File: config.mk
export PLATFORM = sky130hd
export DESIGN_NAME = mem_master
export DESIGN_NICKNAME = d
export VERILOG_FILES = /design/src/rtl/mem_master.sv
export SDC_FILE = /design/constraint.sdc
export NUM_CORES = 1
export LEC_CHECK = 0
export ABC_AREA = 1
export CORE_MARGIN = 4
export CORE_UTILIZATION = 45
export CTS_CLUSTER_SIZE = 14
export DETAILED_ROUTE_END_ITERATION = 6
export GPL_TIMING_DRIVEN = 1
export PLACE_DENSITY_LB_ADDON = 0.25
export SYNTH_ARGS = -nofsm -noshare
export SYNTH_HDL_FRONTEND = slang
export SYNTH_SLANG_ARGS = --single-unit
File: constraint.sdc
create_clock -name clk -period 1.75 [get_ports clk]
set_input_delay 0.175 -clock clk [delete_from_list [all_inputs] [get_ports clk]]
set_output_delay 0.175 -clock clk [all_outputs]
set_load 0.05 [all_outputs]
File: src/rtl/mem_master.sv
// -----------------------------------------------------------------------------
// mem_master
//
// CPU-side initiator for a single-port RAM that writes synchronously and reads
// combinationally. A byte or 16-bit word request from the core is turned into
// one or two RAM byte cycles, low byte first. Reads hold mem_rd for WAIT_CYCLES
// extra cycles before mem_q is sampled. The assembled read data is returned on
// rdata. Every output comes straight from a flop.
//
// Ports
//   clk     in   system clock, all state on the rising edge
//   reset   in   synchronous active-high reset, overrides everything
//   req     in   request strobe, only looked at while busy = 0
//   we      in   1 = write, 0 = read (sampled with req)
//   word    in   1 = two-byte access, 0 = single byte (sampled with req)
//   addr    in   start byte address (sampled with req)
//   wdata   in   write data, low byte goes to addr (sampled with req)
//   busy    out  access in progress, new requests are ignored
//   done    out  one-cycle pulse when the access completes
//   rdata   out  read result, valid from done until the next read completes
//   mem_a   out  RAM byte address
//   mem_d   out  RAM write data
//   mem_q   in   RAM read data, combinational from mem_a
//   mem_rd  out  RAM read enable
//   mem_wr  out  RAM write enable, RAM writes on the edge ending the cycle
// -----------------------------------------------------------------------------
module mem_master #(
   parameter int ADDR_BITS   = 15,
   parameter int DATA_BITS   = 8,
   parameter int WAIT_CYCLES = 1
) (
   input  logic                   clk,
   input  logic                   reset,
   input  logic                   req,
   input  logic                   we,
   input  logic                   word,
   input  logic [ADDR_BITS-1:0]   addr,
   input  logic [2*DATA_BITS-1:0] wdata,
   output logic                   busy,
   output logic                   done,
   output logic [2*DATA_BITS-1:0] rdata,
   output logic [ADDR_BITS-1:0]   mem_a,
   output logic [DATA_BITS-1:0]   mem_d,
   input  logic [DATA_BITS-1:0]   mem_q,
   output logic                   mem_rd,
   output logic                   mem_wr
);

   typedef enum logic [1:0] {
      ST_IDLE  = 2'd0,
      ST_READ  = 2'd1,
      ST_WRITE = 2'd2
   } state_e;

   localparam logic [7:0]           WAIT_LD  = 8'(WAIT_CYCLES);
   localparam logic [ADDR_BITS-1:0] ADDR_ONE = ADDR_BITS'(1);

   // FSM state and the request latched at the accept edge.
   state_e                 state_q, state_d;
   logic                   word_q, word_d;
   logic [ADDR_BITS-1:0]   addr_q, addr_d;
   logic [2*DATA_BITS-1:0] wdata_q, wdata_d;
   logic                   idx_q, idx_d;
   logic [7:0]             cnt_q, cnt_d;

   // Output registers.
   logic                   busy_q, busy_d;
   logic                   done_q, done_d;
   logic [2*DATA_BITS-1:0] rdata_q, rdata_d;
   logic [ADDR_BITS-1:0]   mem_a_q, mem_a_d;
   logic [DATA_BITS-1:0]   mem_d_q, mem_d_d;
   logic                   mem_rd_q, mem_rd_d;
   logic                   mem_wr_q, mem_wr_d;

   // ---------------------------------------------------------------------------
   // Next-state and next-output logic
   // ---------------------------------------------------------------------------
   always_comb begin
      // NOTE: every _d gets a default before the case statement. A path that
      // leaves one unassigned would infer a latch.
      state_d  = state_q;
      word_d   = word_q;
      addr_d   = addr_q;
      wdata_d  = wdata_q;
      idx_d    = idx_q;
      cnt_d    = cnt_q;
      busy_d   = busy_q;
      done_d   = 1'b0;
      rdata_d  = rdata_q;
      mem_a_d  = mem_a_q;
      mem_d_d  = mem_d_q;
      mem_rd_d = mem_rd_q;
      mem_wr_d = mem_wr_q;

      case (state_q)
         ST_IDLE: begin
            // The done cycle is spent in IDLE. A request that is present
            // during done is therefore accepted back-to-back.
            busy_d   = 1'b0;
            mem_rd_d = 1'b0;
            mem_wr_d = 1'b0;
            mem_a_d  = '0;
            mem_d_d  = '0;
            if (req) begin
               word_d  = word;
               addr_d  = addr;
               wdata_d = wdata;
               idx_d   = 1'b0;
               cnt_d   = WAIT_LD;
               busy_d  = 1'b1;
               mem_a_d = addr;
               if (we) begin
                  state_d  = ST_WRITE;
                  mem_wr_d = 1'b1;
                  mem_d_d  = wdata[DATA_BITS-1:0];
               end else begin
                  state_d  = ST_READ;
                  mem_rd_d = 1'b1;
               end
            end
         end

         ST_READ: begin
            if (cnt_q != 8'd0) begin
               cnt_d = cnt_q - 8'd1;
            end else if (word_q && !idx_q) begin
               // Low byte captured. Move to the next address and wait again
               // with mem_rd still high.
               rdata_d[DATA_BITS-1:0] = mem_q;
               idx_d   = 1'b1;
               cnt_d   = WAIT_LD;
               mem_a_d = addr_q + ADDR_ONE;
            end else begin
               if (word_q) begin
                  rdata_d[2*DATA_BITS-1:DATA_BITS] = mem_q;
               end else begin
                  rdata_d = {{DATA_BITS{1'b0}}, mem_q};
               end
               state_d  = ST_IDLE;
               done_d   = 1'b1;
               busy_d   = 1'b0;
               idx_d    = 1'b0;
               mem_rd_d = 1'b0;
               mem_a_d  = '0;
            end
         end

         ST_WRITE: begin
            if (word_q && !idx_q) begin
               // The address increment wraps modulo 2^ADDR_BITS.
               idx_d   = 1'b1;
               mem_a_d = addr_q + ADDR_ONE;
               mem_d_d = wdata_q[2*DATA_BITS-1:DATA_BITS];
            end else begin
               state_d  = ST_IDLE;
               done_d   = 1'b1;
               busy_d   = 1'b0;
               idx_d    = 1'b0;
               mem_wr_d = 1'b0;
               mem_a_d  = '0;
               mem_d_d  = '0;
            end
         end

         default: begin
            state_d  = ST_IDLE;
            busy_d   = 1'b0;
            mem_rd_d = 1'b0;
            mem_wr_d = 1'b0;
            mem_a_d  = '0;
            mem_d_d  = '0;
         end
      endcase
   end

   // ---------------------------------------------------------------------------
   // State register. Reset aborts any access in flight, so no further write
   // strobe and no done pulse is produced.
   // ---------------------------------------------------------------------------
   always_ff @(posedge clk) begin
      // NOTE: non-blocking assignments make every flop update from values
      // sampled before the edge, whatever the statement order.
      if (reset) begin
         state_q  <= ST_IDLE;
         word_q   <= 1'b0;
         addr_q   <= '0;
         wdata_q  <= '0;
         idx_q    <= 1'b0;
         cnt_q    <= 8'd0;
         busy_q   <= 1'b0;
         done_q   <= 1'b0;
         rdata_q  <= '0;
         mem_a_q  <= '0;
         mem_d_q  <= '0;
         mem_rd_q <= 1'b0;
         mem_wr_q <= 1'b0;
      end else begin
         state_q  <= state_d;
         word_q   <= word_d;
         addr_q   <= addr_d;
         wdata_q  <= wdata_d;
         idx_q    <= idx_d;
         cnt_q    <= cnt_d;
         busy_q   <= busy_d;
         done_q   <= done_d;
         rdata_q  <= rdata_d;
         mem_a_q  <= mem_a_d;
         mem_d_q  <= mem_d_d;
         mem_rd_q <= mem_rd_d;
         mem_wr_q <= mem_wr_d;
      end
   end

   assign busy   = busy_q;
   assign done   = done_q;
   assign rdata  = rdata_q;
   assign mem_a  = mem_a_q;
   assign mem_d  = mem_d_q;
   assign mem_rd = mem_rd_q;
   assign mem_wr = mem_wr_q;

   // Read and write strobes are mutually exclusive by construction.
   a_rd_wr_exclusive : assert property (@(posedge clk) disable iff (reset)
      !(mem_rd_q && mem_wr_q));

endmodule

==> impl_metrics.ini, run 1 <==
[synth]
ys_warn_count = 0
ys_top_cells_by_count = 154 x nand2_1, 78 x dfxtp_1, 64 x a21oi_1, 40 x inv_1, 35 x nor2_1
ys.flop_type = dfxtp_1
postSynthAreaPerCell_um2 = 7.285
synth_nets = 564
synthArstFlopShare_pct = 0
synth-seq-cells = 78
yosysTopAreaCellShare_pct = 41.78
syn-cell-area_um2 = 3737
ys_types = 38
synth_area_leaders = dfxtp_1 42%, nand2_1 15%, a21oi_1 8.6%, o21ai_0 4.3%, inv_1 4.0%
netlist_instances = 513
synth.largest_area_cell = dfxtp_1
synth.most_common_cell = nand2_1
synth-edff-count = 0
ys_seq_area_share_pct = 41.78

[drt]
drc_errors = 0
viasPerCell = 5.078
vias = 3626
ant_nets = 0
first_pass_iters = 4
wl_um = 9476
routedWlPerCell_um = 13.27
drt_iter0_markers = 194

[timing]
tightest_slew_ps = 633.3
setup_tns_ps = 0
layout_min_cycle_time_ps = 1700
hold_viol_final = 0
drv_slew = 0
relSlewSlack_pct = 57.73
fin_crit_sh_pct = 97.16
fmax_ghz = 0.5881
fin_skew_ps = 5.889
fin_ws_ps = 49.69
setup_violations = 0

[floorplanning]
die-height_um = 99.13
coreArea_um2 = 7888
start_util_pct = 47.38
die_area_um2 = 9827
die_w_um = 99.13
fp-row-count = 32
io_pins = 87

[placed_design]
place_area_um2 = 4679
dp_hpwl_um = 6660
dp_slack_ps = 32.87
place.gp.congestion = 0.8023
port_buffers = 86
dp_cells = 690

[global_routing]
track_usage_pct = 19.32
grt_pass1_vias = 3362
grt_max_degree = 39
antenna_found_initial = 0
gr-total-overflow = 0
grt_pass1_wl_um = 15560

[layout]
area_growth_pct = 34.42
fill_cells = 703
fin_cells = 714
antennaDiodeCount = 0
drive_above_1_share_pct = 11.60
nets = 658
fin_area_um2 = 5024

[clocking]
htreeDepth = 3
cts.clk_slew.worst_paths_ps = 80
numCtsBuffers = 9
worstSkewPairLatency_ps = 350
cts_buffer_depth = 2
ctsRootBufferMaster = clkbuf_8
cts_tree = yes
holdBufCountCts = 0
cts_sinks = 78

[hold_path]
worstHoldPathType = in -> reg

[critical_path]
critical_path_class = reg -> out
cp-start-kind = flop
worst-path-buf-inv = 1
crit_fanout = 2
cp_slowest_stage_delay_ps = 810
crit_family = buffers and inverters
cp.required_ps = 1570
crit_path_end_kind = primary output
crit_chain = clkdlybuf4s50_1
worstPathArrival_ps = 1530
critical-path-slowest-cell = clkdlybuf4s50_1

[run_status]
outcome = complete, no violations

[power]
p_leak_nw = 1.972
vdd_drop_max_uv = 509.9
powerDensity_nw_per_um2 = 965.2

[flow_run]
maxCapViolCount = 0
report_power, final:
part           switching, mW  internal [mW]  total (mW)
Sequential            0.0788           1.89        1.97
Combinational          0.677          0.404        1.08
Clock                  0.700           1.10        1.80
Total                   1.46           3.39        4.85
layer usage:
metal | GRT usage (%) | wire length [um]
met5 | 0 | 0
met4 | 8.403 | 172
met3 | 3.366 | 531
met2 | 31.66 | 4517
met1 | 25.00 | 4255
kinds of logic (layout without fill, tap and decap cells):
logic type | count (synthesis) | after routing | share of synthesized area, %
compound gates | 118 | 118 | 17.54
xor+xnor | 4 | 4 | 0.9376
fa+ha+maj | 7 | 7 | 2.343
buf+inv | 67 | 166 | 8.403
flops | 78 | 78 | 41.78
simple gates | 239 | 239 | 28.99
worst paths after layout:
check | startpoint | endpoint | slack (ps) | depth (start not counted)
setup / recovery | mem_a[0]$_SDFFE_PP0N_ | mem_a[0] | 50 | 1
hold / removal | reset | rdata[8]$_SDFFE_PP0P_ | 360 | 3
setup reg to reg | state_q[0]$_SDFFE_PP0P_ | mem_a[5]$_SDFFE_PP0N_ | 100 | 10
hold reg to reg | rdata[2]$_SDFFE_PP0P_ | rdata[2]$_SDFFE_PP0P_ | 450 | 2
per-stage QoR:
stage	util, %	hold WS (ps)	power [mW]
after global placement	59.33	432.8	3.050
final	63.69	363.2	4.849
after floorplan	-	323.3	2.734
after global routing	63.69	378.5	5.061
after CTS	62.74	349.4	4.858
after detailed placement	59.33	438.0	3.073
worst reg2reg max path, stage by stage, from the launching register on:
cell and delay, ps:
dfxtp_2 360, inv_1 70, ha_1 280, inv_1 70, nor2_4 130, buf_4 180, buf_4 130, nand2_1 40
o21ai_0 130, nand2_1 70, a21oi_1 130
final cells by class:
class / instances / area (um^2) / area share (%)
Multi-Input combinational cell: 368 / 1864 / 37.11
Sequential cell: 78 / 1564 / 31.13
Timing Repair Buffer: 102 / 998.5 / 19.88
Inverter: 48 / 200.2 / 3.985
Clock inverter: 7 / 145.1 / 2.889
Tap cell: 102 / 127.6 / 2.540
Clock buffer: 9 / 123.9 / 2.466
flip-flops by register name, summed over array words and instances (netlist names):
signal   cells
rdata       16
addr_q      15
mem_a       15
cnt_q        8
mem_d        8
wdata_q      8
state_q      2
busy         1
done         1
idx_q        1
mem_rd       1
mem_wr       1
word_q       1
placed cells by master (no fill, tap or decap), drive strengths merged:
cell type / Yosys / final
nand2: 161 / 161
clkdlybuf4s50: 0 / 81
dfxtp: 78 / 78
a21oi: 72 / 72
inv: 47 / 48
nor2: 43 / 43
o21ai: 39 / 39
nand3: 22 / 22
buf: 9 / 17
clkbuf: 10 / 9
nand4: 8 / 8
ha: 7 / 7
a22oi: 6 / 6
bufinv: 0 / 4
dlymetal6s2s: 0 / 4
nor3: 3 / 3
clkinv: 1 / 3
xor2: 2 / 2
xnor2: 2 / 2
a32o: 1 / 1
nand3b: 1 / 1
nor4: 1 / 1
what timing repair did:
item,CTS,global route
setup endpoints to repair,1,16
setup buffers,0,8
pin swaps,1,1
resized for setup,0,7
Power figures use the tool's default switching activity.
==> run 2: changes to the inputs <==
CORE_UTILIZATION = 35   (was 45)
==> impl_metrics.ini, run 2 (same netlist as run 1, synthesis figures left out) <==
[clocking]
worstSkewPairLatency_ps = 350
htreeDepth = 3
cts.clk_slew.worst_paths_ps = 90
numCtsBuffers = 9
cts_sinks = 78
cts_tree = yes
holdBufCountCts = 0
cts_buffer_depth = 2
ctsRootBufferMaster = clkbuf_8

[critical_path]
crit_fanout = 2
critical-path-slowest-cell = clkdlybuf4s50_1
critical_path_class = reg -> out
crit_path_end_kind = primary output
r2r_setup_slack_ps = 150
crit_family = buffers and inverters
worstPathArrival_ps = 1510
reg2reg_to = cnt_q[1]$_SDFFE_PP0P_
crit_chain = clkdlybuf4s50_1
reg2reg_depth = 10
worst-path-buf-inv = 1
cp-start-kind = flop
cp_slowest_stage_delay_ps = 810
r2r-start = state_q[1]$_SDFFE_PP0P_
cp.required_ps = 1570

[timing]
layout_min_cycle_time_ps = 1688
rsz0062_at_grt = no
relSlewSlack_pct = 57.16
fin_skew_ps = 11.01
tightest_slew_ps = 641.8
fmax_ghz = 0.5926
fin_crit_sh_pct = 96.43
hold_viol_final = 0
timing.hold.ws_ps = 211.6
setup_tns_ps = 0
setup_violations = 0
drv_slew = 0

[power]
total_power_mw = 4.398
powerDensity_nw_per_um2 = 885.6
vdd_drop_max_uv = 454.4
p_leak_nw = 1.861

[floorplanning]
fp-row-count = 37
die_area_um2 = 12400
start_util_pct = 36.04
io_pins = 87
die-height_um = 111.3
die_w_um = 111.3
coreArea_um2 = 10370

[hold_path]
worstHoldPathType = in -> reg
whs_path_depth = 2
holdPathEnd = busy$_SDFFE_PP0N_
min_from = reset

[layout]
layout.cells.most_common_list = 154 x nand2_1, 80 x clkdlybuf4s50_1, 77 x dfxtp_1
area_growth_pct = 32.88
antennaDiodeCount = 0
largest_reg_flops = 16
drive_above_1_share_pct = 12.42
post-route-util_pct = 47.89
nets = 659
layout_commonest_cell = nand2_1

[drt]
vias = 3652
drc_errors = 0
first_pass_iters = 4
ant_nets = 0
routedWlPerCell_um = 13.24
drt_iter0_markers = 168
wl_um = 9901
viasPerCell = 4.882

[global_routing]
track_usage_pct = 15.71
grt_pass1_wl_um = 16180
antenna_found_initial = 0
grt_pass1_vias = 3364
gr-total-overflow = 0
grt_max_degree = 32

[placed_design]
port_buffers = 86
place.gp.congestion = 0.8731
dp_hpwl_um = 7101

[run_status]
outcome = complete, no violations

[flow_run]
maxCapViolCount = 0
-- run 2: changes by cell type in the layout (fill, tap and decap cells not counted), sizes merged, moves of 2 or more --
cell and delta:
buf +4, bufinv -3, clkinvlp +2, dlymetal6s2s -4
-- run 2: stage by stage --
stage          setup slack (ps)  instance area [um^2]  instances
6_report                  62.43                  4966        748
2_1_floorplan             192.3                  3737        513
5_1_grt                   3.980                  4966        748
3_3_place_gp              128.1                  4720        727
3_5_place_dp              82.29                  4720        727
4_1_cts                   33.54                  4907        742
-- run 2: what timing repair did --
item / 4_1_cts / 5_1_grt
buffers inserted: 0 / 4
setup endpoints to repair: 0 / 13
resized for setup: 0 / 4
-- run 2: area by class of cell --
| type | count | area, um^2 |
|---|---|---|
| clock buffers | 9 | 123.9 |
| clock inverters | 6 | 63.81 |
| fillers | 1037 | 5404 |
| inverters | 48 | 200.2 |
| multi-input cells | 370 | 1889 |
| flip-flops and latches | 78 | 1563 |
| well taps | 136 | 170.2 |
| repair buffers | 101 | 955.9 |
-- run 2: worst max-delay path by stage --
stage	startpoint	to	slack (ps)	cells past startpoint
after floorplan	state_q[0]$_SDFFE_PP0P_	mem_a[1]$_SDFFE_PP0N_	190	9
after global routing	mem_wr$_SDFFE_PP0P_	mem_wr	4	1
after global placement	state_q[0]$_SDFFE_PP0P_	mem_a[4]$_SDFFE_PP0N_	130	10
final	mem_a[13]$_SDFFE_PP0N_	mem_a[13]	60	1
after CTS	mem_a[3]$_SDFFE_PP0N_	mem_a[3]	30	1
after detailed placement	state_q[0]$_SDFFE_PP0P_	state_q[1]$_SDFFE_PP0P_	80	9
-- run 2: per-layer routing --
layer | global-route usage (%) | share of wire (%)
met1 | 20.19 | 45
met2 | 26.02 | 48
met3 | 3.207 | 5.6
met4 | 6.002 | 1.5
met5 | 0 | 0
-- run 2: power by group --
group / total, mW / switching [mW] / internal, mW
combinational: 1.10 / 0.702 / 0.403
sequential: 1.96 / 0.0759 / 1.89
clock: 1.33 / 0.683 / 0.648
